File: config.mk
export PLATFORM = sky130hd
export DESIGN_NAME = lookup_result_fifo
export DESIGN_NICKNAME = d
export VERILOG_FILES = /design/src/rtl/lookup_result_fifo_pkg.sv /design/src/rtl/lookup_result_fifo_wrap_counter.sv /design/src/rtl/lookup_result_fifo.sv
export SDC_FILE = /design/constraint.sdc
export NUM_CORES = 1
export LEC_CHECK = 0
export ABC_AREA = 1
export CORE_ASPECT_RATIO = 0.7
export CORE_UTILIZATION = 37
export DETAILED_ROUTE_END_ITERATION = 6
export HOLD_SLACK_MARGIN = 0.03
export PLACE_DENSITY = 0.6
export SETUP_SLACK_MARGIN = 0.4
export SYNTH_ARGS = -nofsm -noshare
export SYNTH_HDL_FRONTEND = slang
export SYNTH_SLANG_ARGS = --single-unit
File: constraint.sdc
create_clock -name arg_0 -period 3.2 [get_ports arg_0]
set_input_delay 0.32 -clock arg_0 [delete_from_list [all_inputs] [get_ports arg_0]]
set_output_delay 0.32 -clock arg_0 [all_outputs]
set_load 0.005 [all_outputs]
File: src/rtl/lookup_result_fifo_pkg.sv
// Shared constants and bit layouts for the lookup-stage result FIFO interface.
// The lookup stage packs its result words with these structs, so both sides agree on field positions.
package lookup_result_fifo_pkg;

    localparam int DATA_W = 4;
    localparam int DEPTH  = 4;
    localparam int CNT_W  = 3;
    localparam int PTR_W  = 2;

    typedef struct packed {
        logic              out_ready;
        logic              in_valid;
        logic [DATA_W-1:0] in_data;
    } FifoIn;

    typedef struct packed {
        logic [CNT_W-1:0]  count;
        logic              in_ready;
        logic              out_valid;
        logic [DATA_W-1:0] out_data;
    } FifoOut;

endpackage

File: src/rtl/lookup_result_fifo_wrap_counter.sv
// Pointer counter: advances on inc_i and wraps naturally at 2^W, with a synchronous clear.
// Latency 1 (registered count); no backpressure, it steps whenever inc_i is high.
module wrap_counter #(
    parameter int W = 2
) (
    input  logic         clk_i,
    input  logic         clr_i,
    input  logic         inc_i,
    output logic [W-1:0] cnt_o
);

    logic [W-1:0] cnt_q;
    logic [W-1:0] cnt_d;

    always_comb begin
        cnt_d = cnt_q;
        if (inc_i) begin
            cnt_d = cnt_q + W'(1);
        end
    end

    always_ff @(posedge clk_i) begin
        if (clr_i) begin
            cnt_q <= '0;
        end else begin
            cnt_q <= cnt_d;
        end
    end

    assign cnt_o = cnt_q;

endmodule

File: src/rtl/lookup_result_fifo.sv
// 4-entry result FIFO behind the table lookup; first-word latency 1, no fall-through.
// in_ready drops at count 4 and only recovers on the edge after a pop; outputs come from registered state only.
module lookup_result_fifo
    import lookup_result_fifo_pkg::*;
(
    input  logic [1:0] arg_0,
    input  logic [5:0] arg_1,
    output logic [8:0] out
);

    localparam logic [CNT_W-1:0] FULL_CNT = CNT_W'(DEPTH);

    logic clk;
    logic rst;
    assign clk = arg_0[0];
    assign rst = arg_0[1];

    FifoIn  in_s;
    FifoOut out_s;
    assign in_s = arg_1;
    assign out  = out_s;

    logic [DATA_W-1:0] mem_q [DEPTH];
    logic [CNT_W-1:0]  count_q;
    logic [CNT_W-1:0]  count_d;
    logic [PTR_W-1:0]  wr_ptr;
    logic [PTR_W-1:0]  rd_ptr;
    logic              in_rdy;
    logic              out_vld;
    logic              push;
    logic              pop;

    always_comb begin
        in_rdy  = (count_q != FULL_CNT);
        out_vld = (count_q != '0);
        push    = in_s.in_valid & in_rdy;
        pop     = out_vld & in_s.out_ready;

        count_d = count_q;
        if (push && !pop) begin
            count_d = count_q + CNT_W'(1);
        end else if (pop && !push) begin
            count_d = count_q - CNT_W'(1);
        end

        // Gate the head so an empty FIFO presents zeros rather than stale data.
        out_s.count     = count_q;
        out_s.in_ready  = in_rdy;
        out_s.out_valid = out_vld;
        out_s.out_data  = out_vld ? mem_q[rd_ptr] : '0;
    end

    always_ff @(posedge clk) begin
        if (rst) begin
            count_q <= '0;
            for (int i = 0; i < DEPTH; i++) begin
                mem_q[i] <= '0;
            end
        end else begin
            count_q <= count_d;
            if (push) begin
                mem_q[wr_ptr] <= in_s.in_data;
            end
        end
    end

    wrap_counter #(.W(PTR_W)) u_wr_ptr (
        .clk_i (clk),
        .clr_i (rst),
        .inc_i (push),
        .cnt_o (wr_ptr)
    );

    wrap_counter #(.W(PTR_W)) u_rd_ptr (
        .clk_i (clk),
        .clr_i (rst),
        .inc_i (pop),
        .cnt_o (rd_ptr)
    );

endmodule
After elaboration in Yosys (flattened, before gate mapping)
Memory sizes are Yosys's and may differ from the RTL's. A register that Yosys moved wholly into a read port is not among the register bits.
Cells that the tools add are included.
{"block": "totals", "elab_cells": 31, "ramBits": 16, "ff_bits": 7, "memories": 1}
{"block": "classes", "n_reduce_logical": 7, "eq_ne": 1, "n_addsub": 4, "bitwise_logic": 2, "mux": 13}
{"memory": "mem_q", "words": 4, "word_bits": 4, "read_ports": 1, "rd_ports_with_merged_regs": 1, "wr": 4, "line": "lookup_result_fifo.sv:23", "text": "logic [DATA_W-1:0] mem_q [DEPTH];"}
{"op": "4-bit 2-to-1 mux", "count": 2}
{"op": "1-bit 2-to-1 mux", "count": 6}
{"op": "2-bit 2-to-1 mux", "count": 3}
{"op": "3-bit 2-to-1 mux", "count": 2}
{"op": "2-bit by 1-bit adder with 2-bit output (second input constant)", "count": 2}
{"op": "4-bit OR reduction", "count": 1}
{"op": "3-bit by 1-bit adder with 3-bit output (second input constant)", "count": 1}
{"op": "3-bit != test (second input constant)", "count": 1}
{"op": "3-bit nonzero test", "count": 1}
{"op": "3-bit by 1-bit subtractor with 3-bit output (second input constant)", "count": 1}
{"op": "1-bit bitwise AND", "count": 2}
{"op": "1-bit logical AND", "count": 2}
{"op": "1-bit logical NOT", "count": 2}
{"op": "2-bit nonzero test", "count": 1}

Depth between registers and ports, before layout
{"block": "depth", "word_depth": 7, "mapped_depth": 13, "mapped_depth_nobuf": 13}

Modules after synthesis
Synthesis repeated with hierarchy kept, for this count alone.
{"block": "hier_totals", "cells_unflattened": 137, "hier_area_um2": 1168.6}
{"mod": "lookup_result_fifo", "cells_per_inst": 115, "n_inst": 1, "area_per_inst_um2": 1016.0}
{"mod": "wrap_counter", "cells_per_inst": 11, "n_inst": 2, "area_per_inst_um2": 76.3}

Least setup slack after synthesis
OpenSTA, ideal clock, no wires.
{"block": "synth_timing", "path_type": "register to register", "startpoint": "reg count_q[0]", "endpoint": "reg count_q[2]", "arrival_ps": 1591, "path_stages_with_launch": 14, "setup_time_ps": 113, "setup_slack_ps": 1496, "synth_period_minus_slack_ps": 1704, "path_buffers": 0, "required_time_ps": 3087, "cell_sequence": "dfxtp_1 -> nor2_4 -> nand2_4 -> nand2_4 -> inv_1 -> ha_1 -> inv_1 -> fa_1 -> inv_1 -> nand2_1 -> nand3_1 -> nand2_1 -> nand2_1 -> nor2_1"}
{"block": "synth_between", "elab_chain_cells": 5, "word_cells_on_any_way": 13, "classes_between": "add/sub: 2; eq/ne: 1; mux: 2; bitwise: 2; reduce/logical: 6"}
{"element": "from (decl)", "line": "lookup_result_fifo.sv:24", "text": "logic [CNT_W-1:0] count_q;"}
{"element": "from (signal assigned)", "line": "lookup_result_fifo.sv:60", "text": "count_q <= count_d;"}
{"element": "3-bit != test *", "line": "lookup_result_fifo.sv:34", "text": "in_rdy = (count_q != FULL_CNT);"}
{"element": "via in_rdy", "line": "lookup_result_fifo.sv:28", "text": "logic in_rdy;"}
{"element": "1-bit bitwise AND *", "line": "lookup_result_fifo.sv:36", "text": "push = in_s.in_valid & in_rdy;"}
{"element": "via push", "line": "lookup_result_fifo.sv:30", "text": "logic push;"}
{"element": "1-bit logical NOT", "line": "lookup_result_fifo.sv:42", "text": "end else if (pop && !push) begin"}
{"element": "1-bit logical AND", "line": "lookup_result_fifo.sv:42"}
{"element": "2-bit nonzero test (no source line)"}
The timed path passes the listed nets; every way through them passes the cells marked *. The select of a mux whose other input is x is not followed.
A chain may end at the register's enable or synchronous reset.

==> results.txt <==
The area growth from synthesis to layout is 64.0%. Dividing the detail-routed via count by the number of cells gives 4.92. Family with the most delay on the worst path: buffers and inverters.

The run gives 1990 um^2 as the total non-filler cell area in the finished layout. The die height is 50.0 um, and the routed wire length is 3370 um. The largest single stage delay on the critical path is 160 ps. The detailed-route via count is 1180, and the proportion of netlist area held by the largest area contributor is 39.5%.

Entering global routing, the biggest net connects 14 pins. The peak fanout along the critical path was 3; the cell area after placement was 1390 um^2. The synthesized netlist net count came out at 149.

In the final timing run, aggregate negative setup slack is 0 ps. The flop and latch count out of synthesis is 25, and the total setup buffers inserted after CTS is 0. The unique cell type count in the Yosys netlist came out at 18.

The sum of buffers and inverters on the critical path works out to 8. For the final database, setup skew stands at 9.05 ps. The checks that failed: DRC.

For this run, asynchronously set or reset flops after synthesis account for 0%. The sum of internal, switching and leakage power was 2.14 mW; the x dimension of the die was 70.5 um. The number of global-route vias before repair is 1456. The region available for standard cell placement spans 3150 um^2. Excluding fillers, the count of instances in the completed layout stands at 240. Hold timing on the final database bottoms out at a slack of 29.9 ps. For the final number of max-transition violations, the log shows 0.

After legalization and detailed placement, the total HPWL measured 1810 um. The tools report the post-synthesis cell area as 1220 um^2. In this design, the critical path's most frequently occurring cell is sky130_fd_sc_hd__clkbuf_8. Category of the worst setup path capture point: a flop. Global routing consumed, over all layers together, 25.4% of the routing resources.

Setup repair after global routing left no endpoint under its margin. The critical path goes through clkbuf_8 -> clkbuf_8 -> nor2_4 -> clkbuf_8 -> clkbuf_8 -> nand2_1 -> clkbuf_8 -> clkbuf_8 -> clkbuf_8 -> inv_1. The number of DRC violations after detailed routing came out at 2.

The leakage component of the power was 0.924 nW; the number of design-rule violations left by the first detailed-router iteration was 95. For this design the ratio of total power to cell area is 1070 nW/um^2. The worst setup path is of the clk2reg kind.

For the sequential area share after synthesis, the log shows 54.3%. The run finished, with violations left. In this run the tool buffered the top-level ports with 15 buffer cells. Once detail routing completed, the nets flagged for antenna violations numbered 0. In this run the count of I/O pins placed on the die edge is 17. The critical path's slowest cell is sky130_fd_sc_hd__clkbuf_8. Measured against its own limit, the worst slew margin works out to 48.1%. Routed length per instance: 14.0 um. The tools report the global-route wire length before repair as 5540 um. The number of placed instances, taps included, is 188. The endpoint arrival time on the critical path is 2760 ps, and the number of flops mapped to enable cells by yosys is 16.

The final layout net count is 210, and the count of filler cells inserted in the layout is 263. The post-route netlist has 23.3% of its cells at a drive strength greater than 1. The cell row count was 17. By instance count, the leading cell after synthesis is sky130_fd_sc_hd__nor2_1. At the worst endpoint, the required time is 3350 ps. The overall die area came out at 3520 um^2. After synthesis, the cell types taking the most area are sky130_fd_sc_hd__edfxtp_1 40%, sky130_fd_sc_hd__dfxtp_1 15%, sky130_fd_sc_hd__nor2_1 9.6%. Main flop type after synthesis: sky130_fd_sc_hd__edfxtp_1. Across the VDD grid, the largest voltage drop is 0.510 mV.

A synthesized cell averages 8.75 um^2. The worst hold-check path type is clk2reg. The initial core utilization was 38.6%; the clock slew seen by the registers of the worst setup and hold paths was 90 ps. The diode insertion count for antenna repair came out at 0. The worst setup path is launched from a clock port. The cell taking the most area after synthesis is sky130_fd_sc_hd__edfxtp_1. Sorting the synthesized cells by how often they occur yields 31 x sky130_fd_sc_hd__nor2_1, 23 x sky130_fd_sc_hd__inv_1, 17 x sky130_fd_sc_hd__nand2_1, 16 x sky130_fd_sc_hd__edfxtp_1, 14 x sky130_fd_sc_hd__o21ai_0. For this run, the detailed router's first-pass iteration total came to 6. Summed over all layers, the global routing overflow is 0. Routability-driven placement finished with a final weighted congestion of 0.823. Setup violations remaining at the end of the flow were counted as 0. In the synthesized netlist, the number of instances is 139. For the initial antenna violation count, the log shows 0. The clock reaches the later pin of the worst-skew pair after 270 ps.

For this run, the number of Yosys warnings is 0. The final-report hold violation count is 0. TritonCTS built the clock tree.

The number of hold buffers added after CTS was 0. Max-capacitance violation count: 0. The worst-margin pin slew came out at 770 ps.
## area by class of cell
class	instances	area [um^2]	area share, %
Tap cell	38	47.5	2.38
Clock buffer	42	568	28.5
Sequential cell	25	661	33.1
Inverter	18	67.6	3.39
Timing Repair Buffer	15	150	7.53
Multi-Input combinational cell	87	444	22.3
Clock inverter	15	56.3	2.82
## cell families (layout without fill, tap and decap cells)
group,count (synthesis),count (layout),synth area share (%)
buffers and inverters,27,90,9.16
AO/OA/AOI/OAI,21,21,8.64
XOR/XNOR,1,1,0.720
AND/OR/NAND/NOR,63,63,24.5
flip-flops,25,25,54.3
adder cells (fa/ha/maj),2,2,2.67
## cells in the final DEF, fill, tap and decap left out, drive strengths merged, types with 4 or more instances in the layout
cell type and n:
o21ai 14, clkdlybuf4s50 15, nor2 33, nor3 4
dfxtp 9, edfxtp 16, nand3 5, clkbuf 42
nand2 20, inv 32, a21oi 7
## through the flow
step	utilization, %	worst slack [ps]
6_report	63.4	590
5_1_grt	63.4	541
4_1_cts	63.4	446
3_5_place_dp	44.1	556
3_3_place_gp	44.1	557
2_1_floorplan	-	557
## power breakdown
group / total (mW) / leakage (nW) / internal [mW] / switching (mW)
Combinational: 0.407 / 0.234 / 0.196 / 0.211
Clock: 1.09 / 0.450 / 0.627 / 0.463
Sequential: 0.642 / 0.241 / 0.547 / 0.0952
## state kept, by name, summed over array words and instances (netlist names), named ones only
name and flops:
u_wr_ptr.cnt_o 2, count_q 3, u_rd_ptr.cnt_o 2, mem_q 16
## worst min-delay path, delay by kind of cell
family	cells	cell delay (ps)
buffers and inverters	2	230
AND/OR/NAND/NOR	1	40
## path summary, 6_finish.rpt
check / end / startpoint / cells past startpoint / slack, ps
hold reg to reg: u_wr_ptr.cnt_o[0]$_SDFFE_PP0P_ / u_wr_ptr.cnt_o[0]$_SDFFE_PP0P_ / 2 / 520
setup reg to reg: count_q[2]$_SDFFE_PP0P_ / count_q[0]$_SDFFE_PP0P_ / 12 / 1340
setup / recovery: mem_q[3][3]$_DFFE_PP_ / arg_0[1] / 10 / 590
hold / removal: count_q[0]$_SDFFE_PP0P_ / arg_0[1] / 3 / 30
## routing by layer
layer / track usage, % / wire [um]
met1: 19.1 / 1440
met2: 26.5 / 1500
met3: 30.1 / 344
met4: 37.1 / 89
met5: 1.59 / 0
## repair_timing
item                       4_1_cts  5_1_grt
gates resized for setup          0        1
setup endpoints to repair        0        4
hold endpoints to repair         0        0
(Power assumes the default switching activity.)
==> variant 1, RTL diff (config.mk and constraints unchanged) <==
Put a register stage on the output `out`, with the module's reset. The value now appears one clock later.
--- a/src/rtl/lookup_result_fifo.sv
+++ b/src/rtl/lookup_result_fifo.sv
@@ -20,3 +20,9 @@
     assign in_s = arg_1;
-    assign out  = out_s;
+    always_ff @(posedge clk) begin
+        if (rst) begin
+            out <= '0;
+        end else begin
+            out <= out_s;
+        end
+    end
 
Check against the original RTL: not equivalent (Yosys sat finds a counterexample within 4 cycles, from zero or initial values).
==> variant 1 against the original RTL <==
  * First-iteration DRC count fell by 25%
  * Count of clock-buffer cells in the layout fell by 3
  * Design area rose by 13%
  * Synthesized area rose by 13%
  * Sequential cell count rose by 7
  * Wire length rose by 23%
  * Global-route usage rose by 3.6 points
  * Sequential power rose by 22%
  * Total power rose by 25%
  * Setup slack got worse by 0.096 ns
  * Via count rose by 10%
  * Largest power group unchanged
  * Highest routed layer unchanged
==> variant 1: results (changes against the original RTL) <==
- The number of distinct standard cells referenced by the synthesized netlist was 19 (+1).
- GR met1 Demand/Resource: 17.77% (-1.3 points)
* Worst VDD drop: 0.0008112 V (+59%)
- Layout cell share with drive strength beyond 1: 29.95% (+6.7 points)
- Outcome: finished clean
- Count of filler cells inserted in the layout: 277 (+5.3%)
* GR met3 Demand/Resource: 41.90% (+12 points)
- The number of global-route vias before repair came to 1759 (+21%).
- Placer's final routability congestion estimate: 0.8048 (-2.2%)
- Total Nets Final: 223 (+6.2%)
- Total wire length after detailed routing: 4158 microns (+23%)
- The global-route wire length before repair came to 6693 microns (+21%).
* Biggest fanout along the worst timing path: 6 (+3)
* Arrival time at the worst endpoint: 2.66 ns (-0.10 ns)
- The post-route clock skew was 0.005427 ns (-0.003620 ns).
* Post-CTS setup repair buffer count: 0 (unchanged)
* Area contributors post-synth: sky130_fd_sc_hd__edfxtp_1 (35%), sky130_fd_sc_hd__dfxtp_1 (23%), sky130_fd_sc_hd__nor2_1 (7.9%)
- Wire length on met1: 1635 microns (+14%)
- The count of instances resized after the clock tree is built came to 1 (+1).
* Register area share after synthesis: 58.45% (+4.1 points)
- The latest clock arrival within the worst-skew pair is 0.30 ns (+0.03 ns).
- Drt initial violations: 71 (-25%)
* Maximum cell stage delay along the critical path: 0.40 ns (+0.24 ns)
* Overall routing resource usage: 28.98% (+3.6 points)
* Slowest stage cell, crit path: sky130_fd_sc_hd__o21ai_1
- Global routing usage on met2: 27.33% (+0.79 points)
* Detailed route wirelength on metal3: 553 microns (+61%)
* Maximum number of pins on one net before global-route repair: 12 (-2)
* Drt pass-1 iters: 4 (-2)
- Largest registers: mem_q: 16 flops, out: 9 flops, count_q: 3 flops
- The register-to-register setup slack is 1.11 ns (-0.23 ns).
* Top cells by instance count after synthesis: sky130_fd_sc_hd__nor2_1 (29), sky130_fd_sc_hd__inv_1 (21), sky130_fd_sc_hd__nand2_1 (17)
* Post-synthesis net count: 158 (+6.0%)
- Clock-pin slew of the registers on the worst-case setup and hold paths: 0.07 ns (-0.02 ns)
- Hold slack final: 0.04159 ns (+0.01164 ns)
- The total via count in the routed design came to 1302 (+10%).
- Slew at the pin closest to its max-slew limit: 0.6424 ns (-0.1281 ns)
* HPWL reported at the end of detailed placement: 1966 microns (+8.6%)
* Met2 wirelength from detailed routing: 1812 microns (+21%)
## variant 1: stage by stage
stage	cells	power, W	worst slack, ns	cell area [sq um]	utilization [%]
floorplan	148	0.001291	0.4733	1370	-
CTS	267	0.002729	0.4374	2261	63.94
detailed placement	210	0.001380	0.6546	1565	44.27
global placement	210	0.001376	0.6550	1565	44.27
finish	267	0.002677	0.4936	2261	63.94
global route	267	0.002870	0.4352	2261	63.94
## variant 1: logic make-up (layout without fill, tap and decap cells)
kind of cell	count (synthesis)	in the layout	synth area share, %
AO/OA/AOI/OAI	23	23	8.402
adder cells (fa/ha/maj)	2	2	2.374
buffers and inverters	25	94	7.672
flip-flops	32	32	58.45
AND/OR/NAND/NOR	66	66	23.10
## variant 1: area by class of cell
class                   instances  area, sq um  area share (%)
clock buffers                  39        536.8           23.74
repair buffers                 15        150.1           6.641
multi-input cells              91        464.2           20.53
flip-flops and latches         32        800.8           35.42
clock inverters                25        190.2           8.412
well taps                      50        62.56           2.767
inverters                      15        56.30           2.490
## variant 1: worst paths after layout
path / startpoint / endpoint / cells after the start
worst min register to register: u_wr_ptr.cnt_o[1] / u_wr_ptr.cnt_o[1] / 2
worst max register to register: count_q[0] / count_q[1] / 9
worst max-delay path: arg_0[1] / mem_q[0][1] / 6
worst min-delay path: arg_0[1] / u_rd_ptr.cnt_o[1] / 3
## variant 1: worst register-to-register path, delay by kind of cell, from the launching register on
kind                       cells  cell delay [ns]
AOI/OAI and AO/OA              2             0.29
adders and majority gates      2             0.63
buffers and inverters          2             0.15
DFF                            1             0.39
and+or+nand+nor                3             0.51
## variant 1: report_power, final
part	switching [W]	total, W	internal [W]
logic	0.000196	0.000344	0.000149
clock network	0.000767	0.00155	0.000782
registers	0.000109	0.000784	0.000675
total	0.00107	0.00268	0.00161
==> variant 2, RTL diff (same flow settings) <==
Without the edit above. Register the input `arg_1` before use, cleared by the reset. The logic sees it one clock later. The other inputs are not delayed to match.
--- a/src/rtl/lookup_result_fifo.sv
+++ b/src/rtl/lookup_result_fifo.sv
@@ -12,2 +12,12 @@
 
+    logic [5:0] arg_1_q;
+
+    always_ff @(posedge clk) begin
+        if (rst) begin
+            arg_1_q <= '0;
+        end else begin
+            arg_1_q <= arg_1;
+        end
+    end
+
     logic clk;
@@ -19,3 +29,3 @@
     FifoOut out_s;
-    assign in_s = arg_1;
+    assign in_s = arg_1_q;
     assign out  = out_s;
Function: changed (Yosys sat finds a counterexample within 4 cycles, from zero or initial values).
==> variant 2 against the original RTL <==
  * Wire length increased by 14%
  * Critical endpoint is now mem_q[0][3]
  * Highest routed layer unchanged
  * Design area increased by 13%
  * Setup slack got worse by 0.0024 ns
  * Clock skew about the same
  * Die area increased by 12%
  * Largest power group unchanged
  * Synthesized area increased by 13%
  * Sequential share of layout area increased by 1.5 points
  * Combinational power increased by 5.2%
  * Sequential cell count increased by 6
  * Total power increased by 14%
==> variant 2: results (changes against the original RTL) <==
- Worst VDD drop: 0.0005281 V (+3.5%)
- Routed len/inst: 13.84 microns (-1.3%)
- Maximum cell stage delay along the critical path: 0.36 ns (+0.20 ns)
- The total via count in the routed design came to 1340 (+14%).
* Slowest stage cell, crit path: sky130_fd_sc_hd__o21ai_1
- The largest net degree at the start of global routing was 11 (-3).
* Clock-pin slew of the registers on the worst-case setup and hold paths: 0.06 ns (-0.03 ns)
* Worst max-slew margin expressed relative to the limit: 52.28% (+4.2 points)
- The proportion of synthesized chip area in sequential cells was 56.88% (+2.6 points).
- Overall routing resource usage: 25.90% (+0.51 points)
- Met2 wirelength from detailed routing: 1736 microns (+16%)
- Area contributors post-synth: sky130_fd_sc_hd__edfxtp_1 (35%), sky130_fd_sc_hd__dfxtp_1 (22%), sky130_fd_sc_hd__nor2_1 (9.3%)
- HPWL reported at the end of detailed placement: 1979 microns (+9.3%)
* Post-cts repair resize count: 1 (+1)
- The number of nets in the final layout was 233 (+11%).
* Share of total power in combinational logic: 17.5% (-1.5 points)
- Worst setup slack after placement: 0.5431 ns (-0.01318 ns)
- Fraction of the mapped netlist area in compound gates: 8.022% (-0.62 points)
- Reg2Reg Launch Point: count_q[2]
* Reported combinational group power: 0.000428 W (+5.2%)
* Outcome: finished clean
- The static leakage is 1.062 nW (+15%).
* Drt initial violations: 141 (+48%)
* Worst setup skew after layout: 0.008691 ns (-0.0003552 ns)
* Clock share of power: 51.4% (+0.4 points)
* Placed cells: 218 (+16%)
- The switching power came to 0.0008758 W (+14%).
- GR met1 Demand/Resource: 15.22% (-3.9 points)
- Post-placement cell area: 1556 sq um (+12%)
- GR met3 Demand/Resource: 34.67% (+4.6 points)
-- variant 2: path summary, 6_finish.rpt --
| kind | endpoint | depth (start not counted) | slack, ns |
|---|---|---|---|
| worst max-delay path | mem_q[0][3] | 6 | 0.59 |
| worst min register to register | u_wr_ptr.cnt_o[1] | 2 | 0.51 |
| worst min-delay path | arg_1_q[3] | 3 | 0.05 |
| worst max register to register | count_q[1] | 8 | 1.31 |
-- variant 2: area by class of cell --
| type | instances | area, sq um | share of cell area, % |
|---|---|---|---|
| Sequential cell | 31 | 780.7 | 34.67 |
| Clock buffer | 42 | 578.1 | 25.67 |
| Multi-Input combinational cell | 94 | 457.9 | 20.33 |
| Timing Repair Buffer | 15 | 150.1 | 6.667 |
| Clock inverter | 23 | 140.1 | 6.222 |
| Inverter | 22 | 82.58 | 3.667 |
| Tap cell | 50 | 62.56 | 2.778 |
